`config.mk`:
```
export PLATFORM = sky130hd
export DESIGN_NAME = sram_wr_sched_flat
export DESIGN_NICKNAME = d
export VERILOG_FILES = /design/src/rtl/sram_wr_sched_if.sv /design/src/rtl/sram_wr_sched.sv /design/src/flat_wrapper.sv
export SDC_FILE = /design/constraint.sdc
export NUM_CORES = 1
export LEC_CHECK = 0
export CORE_AREA = 2 2 119 121
export DETAILED_ROUTE_END_ITERATION = 12
export DIE_AREA = 0 0 121 123
export PLACE_DENSITY = 0.72
export SYNTH_ARGS = -nofsm -noshare
export SYNTH_HDL_FRONTEND = slang
export SYNTH_SLANG_ARGS = --single-unit
export TNS_END_PERCENT = 10
```
`constraint.sdc`:
```
create_clock -name clk -period 2.19 [get_ports clk]
set_input_delay 0.3285 -clock clk [delete_from_list [all_inputs] [get_ports clk]]
set_output_delay 0.3285 -clock clk [all_outputs]
set_load 0.01 [all_outputs]
```
`src/rtl/sram_wr_sched_if.sv`:
```
// Bundle of the scheduler's control, upstream stream and SRAM write-port signals.
// master: the scheduler itself; slave: the surrounding environment.
interface sram_wr_sched_if #(
    parameter int unsigned NUM_BANK   = 16,
    parameter int unsigned ADDR_WIDTH = 9,
    parameter int unsigned PORT_WIDTH = 128
);
    logic                  start;
    logic [NUM_BANK-1:0]   Wr_Req;
    logic [ADDR_WIDTH:0]   Wr_Len;
    logic                  IFSRAM_Conf_rdy;
    logic                  in_valid;
    logic [PORT_WIDTH-1:0] in_data;
    logic                  in_ready;
    logic [5:0]            SRAMIF_Wr_ID;
    logic [1:0]            State_Wr;
    logic                  write_en;
    logic [ADDR_WIDTH-1:0] addr_w;
    logic [PORT_WIDTH-1:0] data_in;
    logic                  write_SRAM_done;

    modport master (
        input  start, Wr_Req, Wr_Len, IFSRAM_Conf_rdy, in_valid, in_data,
        output in_ready, SRAMIF_Wr_ID, State_Wr, write_en, addr_w, data_in, write_SRAM_done
    );

    modport slave (
        output start, Wr_Req, Wr_Len, IFSRAM_Conf_rdy, in_valid, in_data,
        input  in_ready, SRAMIF_Wr_ID, State_Wr, write_en, addr_w, data_in, write_SRAM_done
    );
endinterface

```
`src/rtl/sram_wr_sched.sv`:
```
// SRAM write scheduler: picks an empty bank, waits for the channel, streams one block fill.
// Define WR_SCHED_RR_EN for round-robin bank selection; otherwise lowest index wins.
module sram_wr_sched #(
    parameter int unsigned NUM_BANK   = 16,
    parameter int unsigned ADDR_WIDTH = 9,
    parameter int unsigned PORT_WIDTH = 128,
    parameter int unsigned SRAM_DEPTH = 512
) (
    input logic             clk,
    input logic             rst,
    sram_wr_sched_if.master bus
);
    localparam logic [1:0] WR_IDLE      = 2'b00;
    localparam logic [1:0] WR_REQ_READY = 2'b01;
    localparam logic [1:0] WR_WRITE     = 2'b11;
    localparam logic [1:0] WR_DONE      = 2'b10;

    localparam logic [ADDR_WIDTH:0] LEN_DEPTH = (ADDR_WIDTH + 1)'(SRAM_DEPTH);

    logic [1:0]            state_q, state_d;
    logic [3:0]            wr_id_q, wr_id_d;
    logic [ADDR_WIDTH-1:0] cnt_q, cnt_d;
    logic [ADDR_WIDTH:0]   len_q, len_d;
    logic [ADDR_WIDTH:0]   len_eff;
    logic [NUM_BANK-1:0]   req_vec;
    logic                  sel_valid;
    logic [3:0]            sel_off;
    logic [3:0]            sel_idx;
    logic                  in_ready_w;
    logic                  beat;
    logic                  last_beat;

`ifdef WR_SCHED_RR_EN
    logic [3:0] ptr_q, ptr_d;

    // Rotate so that bit 0 is the bank the search starts from.
    assign req_vec = NUM_BANK'({bus.Wr_Req, bus.Wr_Req} >> ptr_q);
    assign sel_idx = 4'((32'(ptr_q) + 32'(sel_off)) % NUM_BANK);
`else
    assign req_vec = bus.Wr_Req;
    assign sel_idx = sel_off;
`endif

    always_comb begin
        sel_valid = 1'b0;
        sel_off   = '0;
        for (int k = NUM_BANK - 1; k >= 0; k--) begin
            if (req_vec[k]) begin
                sel_valid = 1'b1;
                sel_off   = 4'(k);
            end
        end
    end

    assign len_eff = (bus.Wr_Len == '0 || bus.Wr_Len > LEN_DEPTH) ? LEN_DEPTH : bus.Wr_Len;

    assign in_ready_w = (state_q == WR_WRITE);
    assign beat       = bus.in_valid & in_ready_w;
    assign last_beat  = ({1'b0, cnt_q} == len_q - 1'b1);

    always_comb begin
        state_d = state_q;
        wr_id_d = wr_id_q;
        cnt_d   = cnt_q;
        len_d   = len_q;
`ifdef WR_SCHED_RR_EN
        ptr_d   = ptr_q;
`endif
        if (bus.start) begin
            // Layer restart abandons any fill in flight without a completion pulse.
            state_d = WR_IDLE;
            wr_id_d = '0;
            cnt_d   = '0;
            len_d   = '0;
`ifdef WR_SCHED_RR_EN
            ptr_d   = '0;
`endif
        end else begin
            unique case (state_q)
                WR_IDLE: begin
                    if (sel_valid) begin
                        wr_id_d = sel_idx;
                        len_d   = len_eff;
                        cnt_d   = '0;
                        state_d = WR_REQ_READY;
`ifdef WR_SCHED_RR_EN
                        ptr_d   = 4'((32'(sel_idx) + 32'd1) % NUM_BANK);
`endif
                    end
                end
                WR_REQ_READY: begin
                    if (bus.IFSRAM_Conf_rdy) begin
                        cnt_d   = '0;
                        state_d = WR_WRITE;
                    end
                end
                WR_WRITE: begin
                    if (beat) begin
                        cnt_d = cnt_q + 1'b1;
                        if (last_beat) begin
                            state_d = WR_DONE;
                        end
                    end
                end
                WR_DONE: state_d = WR_IDLE;
                default: state_d = WR_IDLE;
            endcase
        end
    end

    always_ff @(posedge clk) begin
        if (rst) begin
            state_q <= WR_IDLE;
            wr_id_q <= '0;
            cnt_q   <= '0;
            len_q   <= '0;
`ifdef WR_SCHED_RR_EN
            ptr_q   <= '0;
`endif
        end else begin
            state_q <= state_d;
            wr_id_q <= wr_id_d;
            cnt_q   <= cnt_d;
            len_q   <= len_d;
`ifdef WR_SCHED_RR_EN
            ptr_q   <= ptr_d;
`endif
        end
    end

    assign bus.in_ready        = in_ready_w;
    assign bus.write_en        = beat;
    assign bus.addr_w          = cnt_q;
    assign bus.data_in         = PORT_WIDTH'(bus.in_data);
    assign bus.State_Wr        = state_q;
    assign bus.SRAMIF_Wr_ID    = {2'b00, wr_id_q};
    assign bus.write_SRAM_done = (state_q == WR_DONE);
endmodule

```
`src/flat_wrapper.sv`:
```
// flat-port wrapper written by rule: the top's interface ports become plain ports
module sram_wr_sched_flat 
#(
    parameter int unsigned NUM_BANK   = 16,
    parameter int unsigned ADDR_WIDTH = 9,
    parameter int unsigned PORT_WIDTH = 128,
    parameter int unsigned SRAM_DEPTH = 512
)
  (clk, rst, bus_start, bus_Wr_Req, bus_Wr_Len, bus_IFSRAM_Conf_rdy, bus_in_valid, bus_in_data, bus_in_ready, bus_SRAMIF_Wr_ID, bus_State_Wr, bus_write_en, bus_addr_w, bus_data_in, bus_write_SRAM_done);
  sram_wr_sched_if #(.NUM_BANK(NUM_BANK), .ADDR_WIDTH(ADDR_WIDTH), .PORT_WIDTH(PORT_WIDTH)) bus_i ();
  input logic clk;
  input logic rst;
  input wire logic [$bits(bus_i.start)-1:0] bus_start;
  input wire logic [$bits(bus_i.Wr_Req)-1:0] bus_Wr_Req;
  input wire logic [$bits(bus_i.Wr_Len)-1:0] bus_Wr_Len;
  input wire logic [$bits(bus_i.IFSRAM_Conf_rdy)-1:0] bus_IFSRAM_Conf_rdy;
  input wire logic [$bits(bus_i.in_valid)-1:0] bus_in_valid;
  input wire logic [$bits(bus_i.in_data)-1:0] bus_in_data;
  output wire logic [$bits(bus_i.in_ready)-1:0] bus_in_ready;
  output wire logic [$bits(bus_i.SRAMIF_Wr_ID)-1:0] bus_SRAMIF_Wr_ID;
  output wire logic [$bits(bus_i.State_Wr)-1:0] bus_State_Wr;
  output wire logic [$bits(bus_i.write_en)-1:0] bus_write_en;
  output wire logic [$bits(bus_i.addr_w)-1:0] bus_addr_w;
  output wire logic [$bits(bus_i.data_in)-1:0] bus_data_in;
  output wire logic [$bits(bus_i.write_SRAM_done)-1:0] bus_write_SRAM_done;
  assign bus_i.start = bus_start;
  assign bus_i.Wr_Req = bus_Wr_Req;
  assign bus_i.Wr_Len = bus_Wr_Len;
  assign bus_i.IFSRAM_Conf_rdy = bus_IFSRAM_Conf_rdy;
  assign bus_i.in_valid = bus_in_valid;
  assign bus_i.in_data = bus_in_data;
  assign bus_in_ready = bus_i.in_ready;
  assign bus_SRAMIF_Wr_ID = bus_i.SRAMIF_Wr_ID;
  assign bus_State_Wr = bus_i.State_Wr;
  assign bus_write_en = bus_i.write_en;
  assign bus_addr_w = bus_i.addr_w;
  assign bus_data_in = bus_i.data_in;
  assign bus_write_SRAM_done = bus_i.write_SRAM_done;
  sram_wr_sched #(.NUM_BANK(NUM_BANK), .ADDR_WIDTH(ADDR_WIDTH), .PORT_WIDTH(PORT_WIDTH), .SRAM_DEPTH(SRAM_DEPTH)) u_core (.clk(clk), .rst(rst), .bus(bus_i));
endmodule
```
* Word level (Yosys, flattened, before mapping) *
Index checks and enable logic that the tools add are counted.

word-level totals
  register bits = 25
  bits of input ports = 159
  output and inout port bits = 148
  logic and storage cells = 66

operators by class
  add/sub/neg operators = 2
  $lt $le $gt $ge = 1
  equality and inequality tests = 8
  multiplexer cells = 42
  bitwise operators = 1
  reduce and logical (&&, ||, !) cells = 8

operator list
  operator                 count
  $mux W4                  16
  $mux W9                  3
  $pmux W9 S3              1
  $mux W1                  16
  $eq A9 B10 Y1            1
  $gt A10 B10 Y1 const B   1
  $logic_not A10 Y1        1
  $mux W10                 1
  $sub A10 B1 Y10 const B  1
  $add A9 B1 Y9 const B    1
  $mux W2                  4
  $pmux W2 S4              1
  $reduce_and A4 Y1        2
  $ne A2 B2 Y1 const B     3
  $eq A2 B2 Y1 const B     2
  $reduce_bool A3 Y1       1
  $eq A2 B1 Y1 const B     1
  $logic_not A2 Y1         1
  $ne A2 B1 Y1 const B     1
  $reduce_and A2 Y1        1
  $reduce_or A2 Y1         1
  $and A1 B1 Y1            1
  $logic_or A1 B1 Y1       1

* Depth between registers and ports, before layout *
Gate-level depths: netlist of the first run.

  word-level depth = 18
  mapped depth = 8

* Worst setup path before layout of the first run *
OpenSTA, ideal clock, no wires.

  path type = flip-flop to flip-flop
  from = reg u_core.len_q[0]
  to = reg u_core.state_q[0], in the netlist u_core.bus.State_Wr[0]
  library setup time = 0.074 ns
  arrival time = 1.663 ns
  data required time = 2.116 ns
  setup slack = 0.453 ns
  cell stages (with the launch flop) = 9
  period minus slack after synthesis = 1.737 ns
  cell sequence = dfxtp_1 inv_1 ha_1 nor4b_4 a211oi_1 a311oi_1 o22ai_1 mux2_2 a31oi_1

between the ends
  cells in the longest elaborated chain, start to end = 4

ends and longest elaborated chain
  element                             RTL line              RTL
  start: declaration                  sram_wr_sched.sv:23   logic [ADDR_WIDTH:0] len_q, len_d;
  start signal: assignment            sram_wr_sched.sv:124  len_q <= len_d;
  $sub A10 B1 Y10                     sram_wr_sched.sv:59   assign last_beat = ({1'b0, cnt_q} == len_q - 1'b1);
  $eq A9 B10 Y1                       sram_wr_sched.sv:59
  $ne A2 B2 Y1 (no source line)       -
  $reduce_and A4 Y1 (no source line)  -
  end signal: assignment              sram_wr_sched.sv:121  state_q <= state_d;
  end: declaration                    sram_wr_sched.sv:20   logic [1:0] state_q, state_d;

No other way between the ends.
A chain may end at the register's enable or synchronous reset.

* Worst setup path after layout of the first run *
  from = in bus_in_valid
  to = out bus_write_en

between the ends
  cells in the longest elaborated chain, start to end = 1

ends and longest elaborated chain
  element             RTL line             RTL
  start: declaration  flat_wrapper.sv:17   input wire logic [$bits(bus_i.in_valid)-1:0] bus_in_valid;
  $and A1 B1 Y1       sram_wr_sched.sv:58  assign beat = bus.in_valid & in_ready_w;
  end: declaration    flat_wrapper.sv:22   output wire logic [$bits(bus_i.write_en)-1:0] bus_write_en;

No other way between the ends.

==> flow_metrics.tcl, run 1 <==
set metrics [dict create \
    layout.nets 428 \
    viasPerCell 4.25 \
    tns_ns 0 \
    rsz0062_at_grt "no" \
    cp_data_arrival_time_ns 1.64 \
    clk_latency_ns 0.25 \
    post_cts_resize_count 0 \
    h-tree-depth 1 \
    synthTopCellsByArea "buf_4, dfxtp_1, nand2_1" \
    drt_iter0_drc 95 \
    ys_seq_area_share_pct 19.7 \
    first_global_vias 1813 \
    period_share_pct 89.9 \
    cts_tree "yes" \
    drv_slew 0 \
    combinationalPowerShare_pct 18.6 \
    synthXorXnorAreaFrac_pct 5.17 \
    synth_most_common_cell "buf_4" \
    synthArstFlopShare_pct 0 \
    drt_first_pass_iters 4 \
    fin_skew_ns 0.00281 \
    required_ns 1.86 \
    synth.avg_cell_area_sq_um 7.39 \
    drc 0 \
    antenna_cells 0 \
    slew_headroom_pct 66.6 \
    gp_congestion 0.785 \
    rows 43 \
    synth_edf_count 0 \
    hold_path.class "reg -> reg" \
    setup_viol 0 \
    min_path_cells 2 \
    p_leak_nw 0.772 \
    numPortBuffers 48 \
    cts_root_buffer "clkbuf_16" \
    grt_pass1_wl_mm 9.63 \
    grt.overflow.total 0 \
    die_h_um 123 \
    fmaxAchievable_mhz 508 \
    hold_buffers 0 \
    yosysTopAreaCell "buf_4" \
    synthCells 344 \
    ant_nets 0 \
    clk_pin_slew_ns 0.06 \
    worst_setup_path_start_kind "primary input" \
    cp_slowest_stage_delay_ns 0.59 \
    status "completed" \
    cts_inserted_buffers 3 \
    worstMarginPinSlew_ns 0.500 \
    syn_to_final_growth_pct -6.40 \
    io_pins 307 \
    synth_fa_ha_area_share_pct 0.985 \
    post_cts_buffers 0 \
    crit_path_end_kind "output port" \
    yosys-top-cells-count "buf_4, nand2_1, dfxtp_1, nor2_1, a21oi_1" \
    drv_cap 0 \
    synthSimpleGateAreaFrac_pct 19.0 \
    cp.depth 4 \
    coreArea_sq_mm 0.0136 \
    p_sw_uw 255 \
    fp.dieW_um 121 \
    yosys_warnings 0 \
    yosysUniqueCellTypes 39 \
    crit_top_cell "clkdlybuf4s50_1" \
    hpwl_mm 5.33 \
    crit_slowest_cell "clkdlybuf4s50_1" \
    ys_seq_elements 25 \
    post_drt_wl_per_cell_um 14.7 \
    crit_family "buffers and inverters" \
    grt_max_degree 20 \
    synth.cell_area_sq_mm 0.00254 \
    critPathKind "in -> out" \
    die_area_sq_mm 0.0149 \
    finalWirelength_mm 6.55 \
    cp_max_fo 3 \
    synthFlopType "dfxtp_1" \
    seqPwrFrac_pct 44.2 \
    initial_core_util_pct 18.7 \
    worstPathBufferInverterCount 3 \
    swShare_pct 23.8 \
    pwr-share-clk_pct 37.2 \
    vias 1894 \
    cts_num_sinks 25 \
    synth.mux.area_fraction_pct 0.886 \
    synth-compound-area-share_pct 12.8 \
    hold_viol 0 \
    drive_above_1_share_pct 6.02 \
    min_period_ns 1.97 \
    powerDensity_mw_per_mm2 451 \
    worstPathCellList "clkdlybuf4s50_1 -> nand2_1 -> clkinv_1 -> clkdlybuf4s50_1" \
    synth_top_area_share_pct 38.4 \
    peakVddDrop_uv 238 \
    synth_top_family_by_area "buffers and inverters" \
    grt_usage_pct 8.33 \
    antenna_found_initial 0 \
    internal_power_uw 818 \
    reg2reg_depth 8 \
    finalPower_mw 1.07 \
    cts.path.max_buffers 2 \
]
-- worst register-to-register path, delay by kind of cell, from the launching register on --
family | cells | cell delay [ns]
compound gates | 4 | 0.59
simple gates | 1 | 0.38
flops | 1 | 0.35
mux | 1 | 0.27
fa+ha+maj | 1 | 0.21
buf+inv | 1 | 0.07
-- power groups by stage --
stage	registers (mW)	clock network, mW	logic, mW
floorplan	0.483	0	0.340
global placement	0.484	0	0.200
detailed placement	0.484	0	0.200
CTS	0.474	0.411	0.202
global route	0.475	0.432	0.219
finish	0.474	0.399	0.200
-- area by class of cell --
type,count,area [sq um]
timing repair buffer,56,541
clock buffer,4,78.8
sequential,25,500
fill,1513,11200
tap,180,225
multi-input combinational,170,992
inverter,11,41.3
-- metrics by stage --
step                worst slack [ns]  utilization, %  std cells  area (sq um)  hold WS, ns
finish                         0.221            17.5        446          2380        0.459
global route                  0.0689            17.5        446          2380        0.485
CTS                            0.213            17.5        446          2380        0.462
detailed placement            0.0508            16.9        442          2300        0.451
global placement              0.0826            16.9        442          2300        0.451
floorplan                      0.453               -        345          2540        0.435
-- cells by family (layout without fill, tap and decap cells) --
family | count (synthesis) | count (layout)
AO/OA/AOI/OAI | 54 | 54
XOR/XNOR | 15 | 15
adder cells (fa/ha/maj) | 2 | 2
buffers and inverters | 150 | 71
flip-flops | 25 | 25
multiplexers | 2 | 2
other | 1 | 2
AND/OR/NAND/NOR | 95 | 95
-- metal layers --
metal | part of all wire (%) | wire (um) | global-route usage (%)
met3 | 11 | 699 | 3.18
met1 | 36 | 2360 | 8.56
met5 | 0 | 0 | 0
met2 | 45 | 2960 | 13.1
met4 | 8.0 | 526 | 7.63
-- path summary, 6_finish.rpt --
path | start | endpoint | slack [ns]
worst max-delay path | bus_in_valid | bus_write_en | 0.22
worst min-delay path | u_core.wr_id_q[1] | u_core.wr_id_q[1] | 0.46
worst max register to register | u_core.len_q[0] | u_core.bus.State_Wr[0] | 0.24
worst min register to register | u_core.wr_id_q[1] | u_core.wr_id_q[1] | 0.46
-- layout by cell type, fill, tap and decap left out, types with 3 or more instances in the layout --
| cell type | count |
|---|---|
| o21ai_0 | 13 |
| inv_1 | 10 |
| xor2_1 | 6 |
| clkdlybuf4s50_1 | 48 |
| clkbuf_16 | 3 |
| a31oi_1 | 8 |
| nand2_1 | 26 |
| nand3_1 | 4 |
| buf_4 | 8 |
| a211oi_1 | 4 |
| a21oi_1 | 18 |
| nor2_1 | 25 |
| xnor2_1 | 9 |
| nor4_1 | 9 |
| nand4_1 | 3 |
| dfxtp_1 | 25 |
| nor3_1 | 10 |
| nand3b_1 | 9 |
-- state kept, by name (all words and copies together), names as in the netlist --
signal and count:
u_core.len_q 10, u_core.wr_id_q 4, u_core.bus.addr_w 9, u_core.bus.State_Wr 2
Power figures use the tool's default switching activity.
==> inputs of run 2 (changes only) <==
- GPL_TIMING_DRIVEN: default -> 0
==> run 2 against run 1 <==
Effect of this change: total power rose by 47%; wire length rose by 32%; first-iteration DRC count rose by 6.3%; worst setup slack got worse by 0.14 ns; clock power rose by 5.5%; combinational power rose to 3.4 times the previous value; critical path type is now reg -> out; largest power group is now combinational logic.
==> flow_metrics.tcl, run 2 (synthesis results as in run 1) <==
set metrics [dict create \
    top_layer_used "met4" \
    p_leak_nw 1.88 \
    worstPathCellList "and2_1 -> nand2_2 -> clkinv_2 -> clkdlybuf4s50_1" \
    die_area_sq_mm 0.0149 \
    r2r_setup_slack_ns 0.27 \
    clk_latency_ns 0.26 \
    hold_viol 0 \
    hold_path.class "reg -> reg" \
    cts_num_sinks 25 \
    rsz0062_at_grt "no" \
    layout_commonest_cell "clkdlybuf4s50_1" \
    fin_skew_ns 0.00390 \
    critPathKind "reg -> out" \
    cp_max_fo 10 \
    ant_nets 0 \
    slew_headroom_pct 66.2 \
    drive_above_1_share_pct 28.1 \
    fmaxAchievable_mhz 475 \
    tns_ns 0 \
    m1WireLength_mm 3.06 \
    crit_path_end_kind "output port" \
    coreArea_sq_mm 0.0136 \
    status "completed" \
    met2_length_mm 4.64 \
    rows 43 \
    vias 2772 \
    cp_data_arrival_time_ns 1.78 \
    finalWirelength_mm 8.66 \
    grt.overflow.total 0 \
    cts_root_buffer "clkbuf_16" \
    crit_family "buffers and inverters" \
    initial_core_util_pct 18.7 \
    grt_max_degree 14 \
    fp.dieW_um 121 \
    io_pins 307 \
    cts.path.max_buffers 2 \
    required_ns 1.86 \
    powerDensity_mw_per_mm2 340 \
    postPlaceCellArea_sq_mm 0.00452 \
    antenna_found_initial 0 \
    clk_pin_slew_ns 0.07 \
    peakVddDrop_uv 234 \
    met3WireLength_um 907 \
    antenna_cells 0 \
    die_h_um 123 \
    numPortBuffers 175 \
    period_share_pct 96.1 \
    layout.nets 685 \
    largest-register "u_core.len_q" \
    first_global_vias 2491 \
    final_cell_area_sq_mm 0.00463 \
    post_drt_wl_per_cell_um 12.3 \
    crit_slowest_cell "clkdlybuf4s50_1" \
    min_period_ns 2.11 \
    drv_cap 0 \
    drt_first_pass_iters 4 \
    fillCellCount 1412 \
    worstMarginPinSlew_ns 0.505 \
    grt_usage_pct 10.1 \
    grt_pass1_wl_mm 12.2 \
    worst_setup_path_start_kind "flip-flop" \
    syn_to_final_growth_pct 82.1 \
    largest_reg_flops 10 \
    worstPathBufferInverterCount 2 \
    cts_tree "yes" \
    hold_buffers 0 \
    mostFrequentLayoutCells "clkdlybuf4s50_1, buf_4, nand2_1, nor2_1, dfxtp_1" \
    cts_inserted_buffers 3 \
    drv_slew 0 \
    viasPerCell 3.94 \
    drc 0 \
    hpwl_mm 7.58 \
    drt_iter0_drc 101 \
    setup_viol 0 \
    cp_slowest_stage_delay_ns 0.57 \
    h-tree-depth 1 \
    gp_congestion 0.815 \
]
[run 2: changes by cell type in the layout (fill, tap and decap cells not counted), sizes merged]
cell / change
clkbuf: +6
clkdlybuf4s50: +127
buf: +124
[run 2: worst register-to-register path, delay by kind of cell (launching register included)]
kind / cells / cell delay, ns
simple gates: 1 / 0.36
buf+inv: 1 / 0.08
mux: 1 / 0.27
compound gates: 4 / 0.59
flops: 1 / 0.36
fa+ha+maj: 1 / 0.20
[run 2: final timing paths]
kind                                from                endpoint  cells after the start
hold reg to reg        u_core.wr_id_q[1]       u_core.wr_id_q[1]                      2
setup reg to reg         u_core.len_q[0]  u_core.bus.State_Wr[0]                      8
hold / removal         u_core.wr_id_q[1]       u_core.wr_id_q[1]                      2
setup / recovery  u_core.bus.State_Wr[0]            bus_write_en                      4
[run 2: repair_timing]
item	4_1_cts	5_1_grt
resized for setup	4	4
endpoints found under the setup margin	1	15
buffers inserted	0	0
[run 2: routing by layer]
layer / vias to the layer above / track usage [%]
met3: 5 / 2.63
li1: 1388 / -
met5: - / 0
met1: 1222 / 10.5
met4: 0 / 1.53
met2: 157 / 20.4
[run 2: final cells by class]
class	count	area (sq um)	share of cell area, %
multi-input combinational	170	1020	22.0
tap	180	225	4.87
clock buffer	4	78.8	1.70
buffer	138	1010	21.8
timing repair buffer	175	1750	37.9
inverter	11	42.5	0.919
sequential	25	503	10.9
[run 2: metrics by stage]
stage                     worst slack, ns  total power [mW]  cells  util, %  hold slack (ns)
after floorplan                     0.453             0.823    345        -            0.435
after global placement             -0.224              1.16    700     33.2            0.449
after detailed placement           -0.227              1.17    700     33.2            0.449
after CTS                          0.0314              1.58    703     33.8            0.459
after global routing             0.000487              1.65    703     34.0            0.511
final                              0.0847              1.57    703     34.0            0.456
[run 2: power by group]
| group | switching (mW) | internal, mW |
|---|---|---|
| Sequential | 0.0123 | 0.464 |
| Combinational | 0.231 | 0.445 |
| Clock | 0.172 | 0.250 |
| Total | 0.415 | 1.16 |
==> inputs of run 3 (changes only) <==
- CTS_CLUSTER_SIZE: default -> 12
- PLACE_DENSITY: 0.72 -> default
==> run 3 against run 2 <==
Effect of this change: register-to-register slack got worse by 0.10 ns; flip-flop and latch count is the same; non-clock buffer count unchanged; global-route usage shrank 0.66 points; clock-buffer cell count did not move; highest routed layer unchanged; maximum frequency increased by 1.8%; sequential power is essentially flat.
==> flow_metrics.tcl, run 3 (synthesis results as in run 1) <==
set metrics [dict create \
    initial_core_util_pct 18.7 \
    die_area_sq_mm 0.0149 \
    post_cts_buffers 0 \
    fp.dieW_um 121 \
    clk_latency_ns 0.26 \
    cts_tree "yes" \
    drc 0 \
    final_cell_area_sq_mm 0.00463 \
    io_pins 307 \
    hold_buffers 0 \
    cp-startpoint "bus_in_valid" \
    cts.path.max_buffers 2 \
    gp_congestion 0.744 \
    syn_to_final_growth_pct 82.2 \
    drive_above_1_share_pct 28.3 \
    status "completed" \
    critPathKind "in -> out" \
    cp_max_fo 9 \
    rsz0062_at_grt "no" \
    ant_nets 0 \
    first_global_vias 2552 \
    largest-register "u_core.len_q" \
    cts_num_sinks 25 \
    layout_commonest_cell "clkdlybuf4s50_1" \
    mostFrequentLayoutCells "clkdlybuf4s50_1, buf_4, nand2_1, nor2_1, dfxtp_1" \
    vias 2776 \
    post_drt_wl_per_cell_um 11.3 \
    cp_data_arrival_time_ns 1.74 \
    pwr-share-clk_pct 26.0 \
    grt_max_degree 14 \
    grt_pass1_wl_mm 11.5 \
    antenna_found_initial 0 \
    grt_usage_pct 9.43 \
    seqPwrFrac_pct 30.6 \
    slew_headroom_pct 62.7 \
    finalPower_mw 1.56 \
    drv_slew 0 \
    setup_viol 0 \
    finalWirelength_mm 7.95 \
    grt.overflow.total 0 \
    hpwl_mm 6.95 \
    viasPerCell 3.95 \
    cts_root_buffer "clkbuf_16" \
    drt_first_pass_iters 7 \
    combinationalPowerShare_pct 43.4 \
    p_sw_uw 398 \
    cts_inserted_buffers 3 \
    clk_pin_slew_ns 0.06 \
    p_leak_nw 1.88 \
    drv_cap 0 \
    swShare_pct 25.6 \
    coreArea_sq_mm 0.0136 \
    worst_setup_path_start_kind "primary input" \
    numPortBuffers 175 \
    worstMarginPinSlew_ns 0.560 \
    period_share_pct 94.5 \
    min_period_ns 2.07 \
    drt_iter0_drc 113 \
    internal_power_mw 1.16 \
    required_ns 1.86 \
    hold_viol 0 \
    die_h_um 123 \
    r2r-start "u_core.len_q[0]" \
    layout.nets 685 \
    peakVddDrop_uv 182 \
    fillCellCount 1423 \
    fmaxAchievable_mhz 483 \
    crit_path_end_kind "output port" \
    rows 43 \
    hold_path.class "reg -> reg" \
    powerDensity_mw_per_mm2 336 \
    h-tree-depth 1 \
    hold_start "u_core.wr_id_q[1]" \
    postPlaceCellArea_sq_mm 0.00452 \
    fin_skew_ns 0.00250 \
    antenna_cells 0 \
    largest_reg_flops 10 \
]
## run 3: critical path, stage by stage
cell	delay, ns
clkdlybuf4s50_1	0.56
nand2_2	0.15
clkinv_2	0.14
clkdlybuf4s50_1	0.56
## run 3: worst paths after layout
check / endpoint / slack, ns / cells after the start
max: bus_write_en / 0.12 / 4
max reg2reg: u_core.bus.State_Wr[0] / 0.17 / 8
min reg2reg: u_core.wr_id_q[1] / 0.48 / 2
min: u_core.wr_id_q[1] / 0.48 / 2
## run 3: final cells by class
type | count | area (sq um) | area share (%)
clock buffer | 4 | 78.8 | 1.70
timing repair buffer | 175 | 1750 | 37.8
buffer | 138 | 1010 | 21.8
inverter | 11 | 42.5 | 0.919
tap | 180 | 225 | 4.86
multi-input combinational | 170 | 1020 | 22.0
sequential | 25 | 503 | 10.9
## run 3: what timing repair did
action,4_1_cts,5_1_grt
resized for setup,3,7
setup endpoints to repair,1,19
pin swaps,0,1
endpoints found under the hold margin,0,0
## run 3: per-layer routing
layer	global-route usage (%)	share of wire, %	vias up
li1	-	-	1389
met1	10.3	38	1218
met2	18.5	52	167
met3	2.31	10	2
met4	1.74	0.35	0
met5	0	0	-
## run 3: through the flow
step / util (%) / std cells / setup slack (ns) / setup TNS [ns] / hold WS [ns]
after floorplan: - / 345 / 0.453 / 0 / 0.435
after global placement: 33.2 / 700 / -0.207 / -2.41 / 0.444
after detailed placement: 33.2 / 700 / -0.226 / -2.95 / 0.463
after CTS: 33.8 / 703 / 0.0269 / 0 / 0.477
after global routing: 34.0 / 703 / 0.0120 / 0 / 0.495
final: 34.0 / 703 / 0.121 / 0 / 0.478
## run 3: power by group through the flow
stage               clock network (mW)  registers (mW)  logic (mW)
global placement                     0           0.483       0.673
CTS                              0.419           0.476       0.678
detailed placement                   0           0.484       0.679
floorplan                            0           0.483       0.340
global route                     0.437           0.477       0.722
finish                           0.404           0.476       0.675
